## config.mk

```make
export PLATFORM = sky130hd
export DESIGN_NAME = execute_muldiv
export DESIGN_NICKNAME = d
export VERILOG_FILES = /design/src/rtl/md_pkg.sv /design/src/rtl/fwd_select.sv /design/src/rtl/execute_muldiv.sv
export SDC_FILE = /design/constraint.sdc
export NUM_CORES = 1
export LEC_CHECK = 0
export CAP_MARGIN = 20
export CORE_UTILIZATION = 41
export CTS_CLUSTER_SIZE = 28
export DETAILED_ROUTE_END_ITERATION = 7
export PLACE_DENSITY = 0.63
export SLEW_MARGIN = 20
export SYNTH_ARGS = -nofsm -noshare
export SYNTH_HDL_FRONTEND = slang
export SYNTH_SLANG_ARGS = --single-unit
```

## constraint.sdc

```tcl
create_clock -name clk -period 5.5 [get_ports clk]
set_input_delay 0.825 -clock clk [delete_from_list [all_inputs] [get_ports clk]]
set_output_delay 0.825 -clock clk [all_outputs]
set_load 0.01 [all_outputs]
```

## src/rtl/md_pkg.sv

```systemverilog
// Shared encodings and helpers for the execute-stage multiply/divide unit.
package md_pkg;

    localparam logic [2:0] OP_MUL   = 3'd0;
    localparam logic [2:0] OP_MULHU = 3'd1;
    localparam logic [2:0] OP_DIVU  = 3'd2;
    localparam logic [2:0] OP_REMU  = 3'd3;
    localparam logic [2:0] OP_DIV   = 3'd4;
    localparam logic [2:0] OP_REM   = 3'd5;

    typedef enum logic {
        S_IDLE,
        S_BUSY
    } state_e;

    function automatic logic is_signed(input logic [2:0] op);
        return (op == OP_DIV) || (op == OP_REM);
    endfunction

    function automatic logic is_div(input logic [2:0] op);
        return (op == OP_DIVU) || (op == OP_REMU) ||
               (op == OP_DIV)  || (op == OP_REM);
    endfunction

endpackage

```

## src/rtl/fwd_select.sv

```systemverilog
// Operand resolver: x0, then youngest matching forwarding source, else regfile.
module fwd_select #(
    parameter int NFWD  = 4,
    parameter int WIDTH = 32,
    parameter int RBITS = 5
) (
    input  logic [RBITS-1:0]      spec,
    input  logic [WIDTH-1:0]      reg_val,
    input  logic [NFWD*RBITS-1:0] fwd_tgt,
    input  logic [NFWD*WIDTH-1:0] fwd_data,
    input  logic [NFWD-1:0]       fwd_valid,
    output logic [WIDTH-1:0]      operand
);

    always_comb begin
        operand = reg_val;
        // Walk oldest to youngest so the lowest index wins.
        for (int i = NFWD - 1; i >= 0; i--) begin
            if (fwd_valid[i] && (fwd_tgt[i*RBITS +: RBITS] == spec)) begin
                operand = fwd_data[i*WIDTH +: WIDTH];
            end
        end
        if (spec == '0) begin
            operand = '0;
        end
    end

endmodule

```

## src/rtl/execute_muldiv.sv

```systemverilog
// Iterative radix-2 multiply / restoring divide beside the execute ALU.
module execute_muldiv #(
    parameter int WIDTH = 32,
    parameter int NFWD  = 4,
    parameter int RBITS = 5
) (
    input  logic                  clk,
    input  logic                  rst,
    input  logic                  halt,
    input  logic                  kill,
    input  logic                  bubble_in,
    input  logic                  md_valid,
    input  logic [2:0]            md_op,
    input  logic [RBITS-1:0]      s_1,
    input  logic [RBITS-1:0]      s_2,
    input  logic [RBITS-1:0]      tgt,
    input  logic [WIDTH-1:0]      reg_out_1,
    input  logic [WIDTH-1:0]      reg_out_2,
    input  logic [NFWD*RBITS-1:0] fwd_tgt,
    input  logic [NFWD*WIDTH-1:0] fwd_data,
    input  logic [NFWD-1:0]       fwd_valid,
    output logic [WIDTH-1:0]      result,
    output logic [RBITS-1:0]      tgt_out,
    output logic                  bubble_out,
    output logic                  stall,
    output logic                  busy
);
    import md_pkg::*;

    localparam int CW = (WIDTH > 1) ? $clog2(WIDTH) : 1;

    logic [WIDTH-1:0] op1, op2, mag1, mag2;
    logic             sa, sb, go;

    state_e           state_q, state_d;
    logic [CW-1:0]    cnt_q, cnt_d;
    logic [2:0]       op_q, op_d;
    logic [RBITS-1:0] tgt_q, tgt_d;
    logic [WIDTH-1:0] a_q, a_d, hi_q, hi_d, lo_q, lo_d;
    logic             dz_q, dz_d, nq_q, nq_d, nr_q, nr_d;
    logic [WIDTH-1:0] result_q, result_d;
    logic [RBITS-1:0] tgt_out_q, tgt_out_d;
    logic             bubble_q, bubble_d;

    logic [WIDTH:0]   sum, rem_sh;
    logic             ge;
    logic [WIDTH-1:0] hi_n, lo_n, final_res;

    fwd_select #(.NFWD(NFWD), .WIDTH(WIDTH), .RBITS(RBITS)) u_fwd_1 (
        .spec(s_1), .reg_val(reg_out_1), .fwd_tgt(fwd_tgt),
        .fwd_data(fwd_data), .fwd_valid(fwd_valid), .operand(op1)
    );

    fwd_select #(.NFWD(NFWD), .WIDTH(WIDTH), .RBITS(RBITS)) u_fwd_2 (
        .spec(s_2), .reg_val(reg_out_2), .fwd_tgt(fwd_tgt),
        .fwd_data(fwd_data), .fwd_valid(fwd_valid), .operand(op2)
    );

    assign sa   = is_signed(md_op) & op1[WIDTH-1];
    assign sb   = is_signed(md_op) & op2[WIDTH-1];
    assign mag1 = sa ? -op1 : op1;
    assign mag2 = sb ? -op2 : op2;

    assign go    = md_valid & ~bubble_in & ~kill & (state_q == S_IDLE);
    assign stall = md_valid & ~bubble_in & ~kill &
                   ((state_q == S_IDLE) | (cnt_q != '0));

    // One iteration step; the final step feeds the result mux directly.
    always_comb begin
        sum    = {1'b0, hi_q} + {1'b0, (lo_q[0] ? a_q : {WIDTH{1'b0}})};
        rem_sh = {hi_q, lo_q[WIDTH-1]};
        ge     = rem_sh >= {1'b0, a_q};
        if (is_div(op_q)) begin
            hi_n = ge ? (rem_sh[WIDTH-1:0] - a_q) : rem_sh[WIDTH-1:0];
            lo_n = {lo_q[WIDTH-2:0], ge};
        end else begin
            hi_n = sum[WIDTH:1];
            lo_n = {sum[0], lo_q[WIDTH-1:1]};
        end
    end

    always_comb begin
        case (op_q)
            OP_MULHU: final_res = hi_n;
            OP_DIVU:  final_res = dz_q ? '1 : lo_n;
            OP_REMU:  final_res = hi_n;
            OP_DIV:   final_res = dz_q ? '1 : (nq_q ? -lo_n : lo_n);
            OP_REM:   final_res = nr_q ? -hi_n : hi_n;
            default:  final_res = lo_n;
        endcase
    end

    always_comb begin
        state_d   = state_q;
        cnt_d     = cnt_q;
        op_d      = op_q;
        tgt_d     = tgt_q;
        a_d       = a_q;
        hi_d      = hi_q;
        lo_d      = lo_q;
        dz_d      = dz_q;
        nq_d      = nq_q;
        nr_d      = nr_q;
        result_d  = result_q;
        tgt_out_d = '0;
        bubble_d  = 1'b1;
        if (kill) begin
            state_d = S_IDLE;
            cnt_d   = '0;
        end else if (halt) begin
            tgt_out_d = tgt_out_q;
            bubble_d  = bubble_q;
        end else if (go) begin
            state_d = S_BUSY;
            cnt_d   = CW'(WIDTH - 1);
            op_d    = md_op;
            tgt_d   = tgt;
            hi_d    = '0;
            lo_d    = is_div(md_op) ? mag1 : op2;
            a_d     = is_div(md_op) ? mag2 : op1;
            dz_d    = (op2 == '0);
            nq_d    = sa ^ sb;
            nr_d    = sa;
        end else if (state_q == S_BUSY) begin
            hi_d  = hi_n;
            lo_d  = lo_n;
            cnt_d = cnt_q - CW'(1);
            if (cnt_q == '0) begin
                state_d   = S_IDLE;
                cnt_d     = '0;
                result_d  = final_res;
                tgt_out_d = tgt_q;
                bubble_d  = 1'b0;
            end
        end
    end

    always_ff @(posedge clk) begin
        if (rst) begin
            state_q   <= S_IDLE;
            cnt_q     <= '0;
            op_q      <= '0;
            tgt_q     <= '0;
            a_q       <= '0;
            hi_q      <= '0;
            lo_q      <= '0;
            dz_q      <= 1'b0;
            nq_q      <= 1'b0;
            nr_q      <= 1'b0;
            result_q  <= '0;
            tgt_out_q <= '0;
            bubble_q  <= 1'b1;
        end else begin
            state_q   <= state_d;
            cnt_q     <= cnt_d;
            op_q      <= op_d;
            tgt_q     <= tgt_d;
            a_q       <= a_d;
            hi_q      <= hi_d;
            lo_q      <= lo_d;
            dz_q      <= dz_d;
            nq_q      <= nq_d;
            nr_q      <= nr_d;
            result_q  <= result_d;
            tgt_out_q <= tgt_out_d;
            bubble_q  <= bubble_d;
        end
    end

    assign result     = result_q;
    assign tgt_out    = tgt_out_q;
    assign bubble_out = bubble_q;
    assign busy       = (state_q == S_BUSY);

endmodule

```

==> results.cfg <==
[outcome]
outcome = complete, no violations

[worst_setup_path]
crit_path_top_delay_cell = or4_1
critPathKind = flip-flop to flip-flop
cp_cell_sequence = inv_1 -> ha_1 -> nand2_1 -> o21ai_0 -> nand3_1 -> o211a_1 -> a31oi_1 -> a22o_1 -> nor4b_4 -> nand4bb_4 -> nand4b_4 -> or2_1 -> or4_1 -> and3_1 -> o41ai_2
crit_fanout = 9
arrival_ns = 5.66
cp_top_family = simple AND/OR/NAND/NOR gates
worstPathRequired_ns = 5.90
slowest_delay_ns = 0.52
start_kind = flip-flop
path_buf_inv = 1
endpoint_kind = flip-flop

[clock_tree]
clockRootBuffer = clkbuf_16
cts_tree = built
numCtsBuffers = 17
h-tree-depth = 4
cts_num_sinks = 151
clock_latency_ns = 0.49
clk_pin_slew_ns = 0.07
ctsLongestPathBuffers = 2
cts_setup_buffers = 0

[final_layout]
final_util = 0.526
final_cell_mix = clkdlybuf4s50_1 (278), a21oi_1 (268), o21ai_0 (256), nor2_1 (252), nand2_1 (234)
final_area_sq_um = 23400
fillers = 4494
finish.net_count = 3280
area_growth_pct = 25.8
final_cells = 3587
final_common_cell = clkdlybuf4s50_1
drive_above_1_share = 0.0990

[detailed_routing]
wire_per_inst_um = 27.4
first_pass_iters = 7
routed_wl_um = 98200
drc = 0
drt_first_iter_violations = 3312
drt-vias-per-instance = 6.63
num_vias = 23777
ant_nets = 0

[yosys]
syn_inst = 2719
synth_cell_types = 101
synth_edf_count = 0
synth_area_sq_um = 18600
ys_seq_elements = 151
synth-main-ff-cell = dfxtp_1
synth_area_per_cell_sq_um = 6.85
syn_nets = 3030
ys_seq_area_frac = 0.162
postSynth.asyncResetShare = 0
ys_warn_count = 0

[die]
coreArea_sq_um = 44500
die-height_um = 215
top_level_ports = 280
die_x_um = 215
die-area_sq_um = 46300
start_util = 0.418
rows = 77

[power_and_ir_drop]
p_switching_mw = 1.10
p_int_mw = 2.32
combPwrFrac = 0.276
p_leak_nw = 9.11
ir_drop_mv = 0.251
power_per_cell_area_nw_per_um2 = 146
p_sw_frac = 0.321
sequentialPowerShare = 0.321
p_clk_frac = 0.403

[sta]
tightest_slew_ns = 1.09
min_period_ns = 5.26
final.setup_skew_ns = 0.0164
hold_ws_ns = 0.440
rsz0062_at_grt = false
fin_crit_sh = 0.956
fin_ws_ns = 0.240
slew_violations = 0
finalHoldViolations = 0
maxSlewHeadroom = 0.274
fmax_ghz = 0.190
finalSetupViolations = 0

[placement]
hpwl_um = 78100
place_ws_ns = -0.0199
dpl_cell_area_sq_um = 22700
dp_cells = 3542
port_buffers = 279
place.gp.congestion = 1.07

[global_route]
grt_overflow = 0
grt_first_pass_wirelength_um = 145000
grt_usage = 0.415
grt_pass1_vias = 22459
antenna_found_initial = 12
grt_max_degree = 86

[job]
max-cap-violations = 0

[min_path]
hold_class = flip-flop to flip-flop
Yosys cell counts, types with 19 or more instances:
cell,n,area (sq um)
nand4_1,25,156
a31oi_1,42,263
nand3_1,90,450
o31ai_1,41,308
a22oi_1,47,353
xor2_1,63,552
ha_1,69,863
o21ai_0,256,1280
nand2_1,235,882
a211oi_1,50,375
or3_1,28,175
dfxtp_1,151,3020
nor3_1,105,526
nor2_1,256,961
a311oi_1,39,342
mux2_2,19,214
a21oi_1,269,1350
o211ai_1,54,405
o21a_1,25,188
nand2b_1,21,131
buf_2,25,125
a21o_1,62,465
xnor2_1,90,788
clkbuf_1,175,657
and2_1,50,313
mux2i_1,42,420
a211o_1,20,175
inv_1,59,221
logic make-up (layout without fill, tap and decap cells):
logic type	after synthesis	after routing	synth area share
other cells	0	14	0
simple gates	916	916	0.238
buf+inv	283	545	0.0610
compound gates	1081	1081	0.381
xor+xnor	153	153	0.0720
flops	151	151	0.162
mux	64	64	0.0368
fa+ha+maj	71	71	0.0485
area by class of cell:
class	count	area, sq um	area share
clock buffers	20	457	0.0195
flip-flops and latches	151	3020	0.129
diodes	14	35.0	0.00150
repair buffers	454	4160	0.178
multi-input cells	2285	14600	0.623
clock inverters	11	196	0.00839
well taps	592	741	0.0316
inverters	60	225	0.00962
through the flow:
stage | total power [mW] | setup TNS (ns)
floorplan | 1.60 | 0
global placement | 2.03 | -0.0390
detailed placement | 2.04 | -0.0199
CTS | 3.39 | 0
global route | 3.51 | 0
finish | 3.42 | 0
tightest hold or removal path: cells and delay by family, from the launching register on:
family           cells  cell delay [ns]
AND/OR/NAND/NOR      2             0.09
flip-flops           1             0.31
final timing paths:
path | startpoint | end | slack [ns] | cells after the start
setup / recovery | a_q[16] | result[26] | 0.24 | 15
hold / removal | result[9] | result[9] | 0.44 | 2
setup reg to reg | a_q[16] | result[26] | 0.24 | 15
hold reg to reg | result[9] | result[9] | 0.44 | 2
power groups by stage:
stage | combinational, mW | clock (mW) | sequential, mW
detailed placement | 0.913 | 0 | 1.12
floorplan | 0.479 | 0 | 1.12
global placement | 0.911 | 0 | 1.12
CTS | 0.916 | 1.38 | 1.10
finish | 0.944 | 1.38 | 1.10
global route | 0.994 | 1.42 | 1.10
flip-flops by register name, summed over array words and instances, names as in the netlist, 3 cells and up:
name and count:
a_q 32, cnt_q 5, hi_q 32, lo_q 32
op_q 3, result 32, tgt_out 5, tgt_q 5
per-layer routing:
layer	routed length [um]	share of wire	up-vias	global-route usage
met3	9270	0.094	295	0.0931
met4	5220	0.053	0	0.207
met2	45200	0.46	1423	0.675
li1	-	-	10678	-
met5	0	0	-	0
met1	38500	0.39	11381	0.513
what timing repair did:
| item | CTS | global route |
|---|---|---|
| hold buffers | 0 | 0 |
| endpoints found under the setup margin | 0 | 10 |
| resized for setup | 0 | 10 |
No activity file was read; power rests on OpenSTA's default activity.
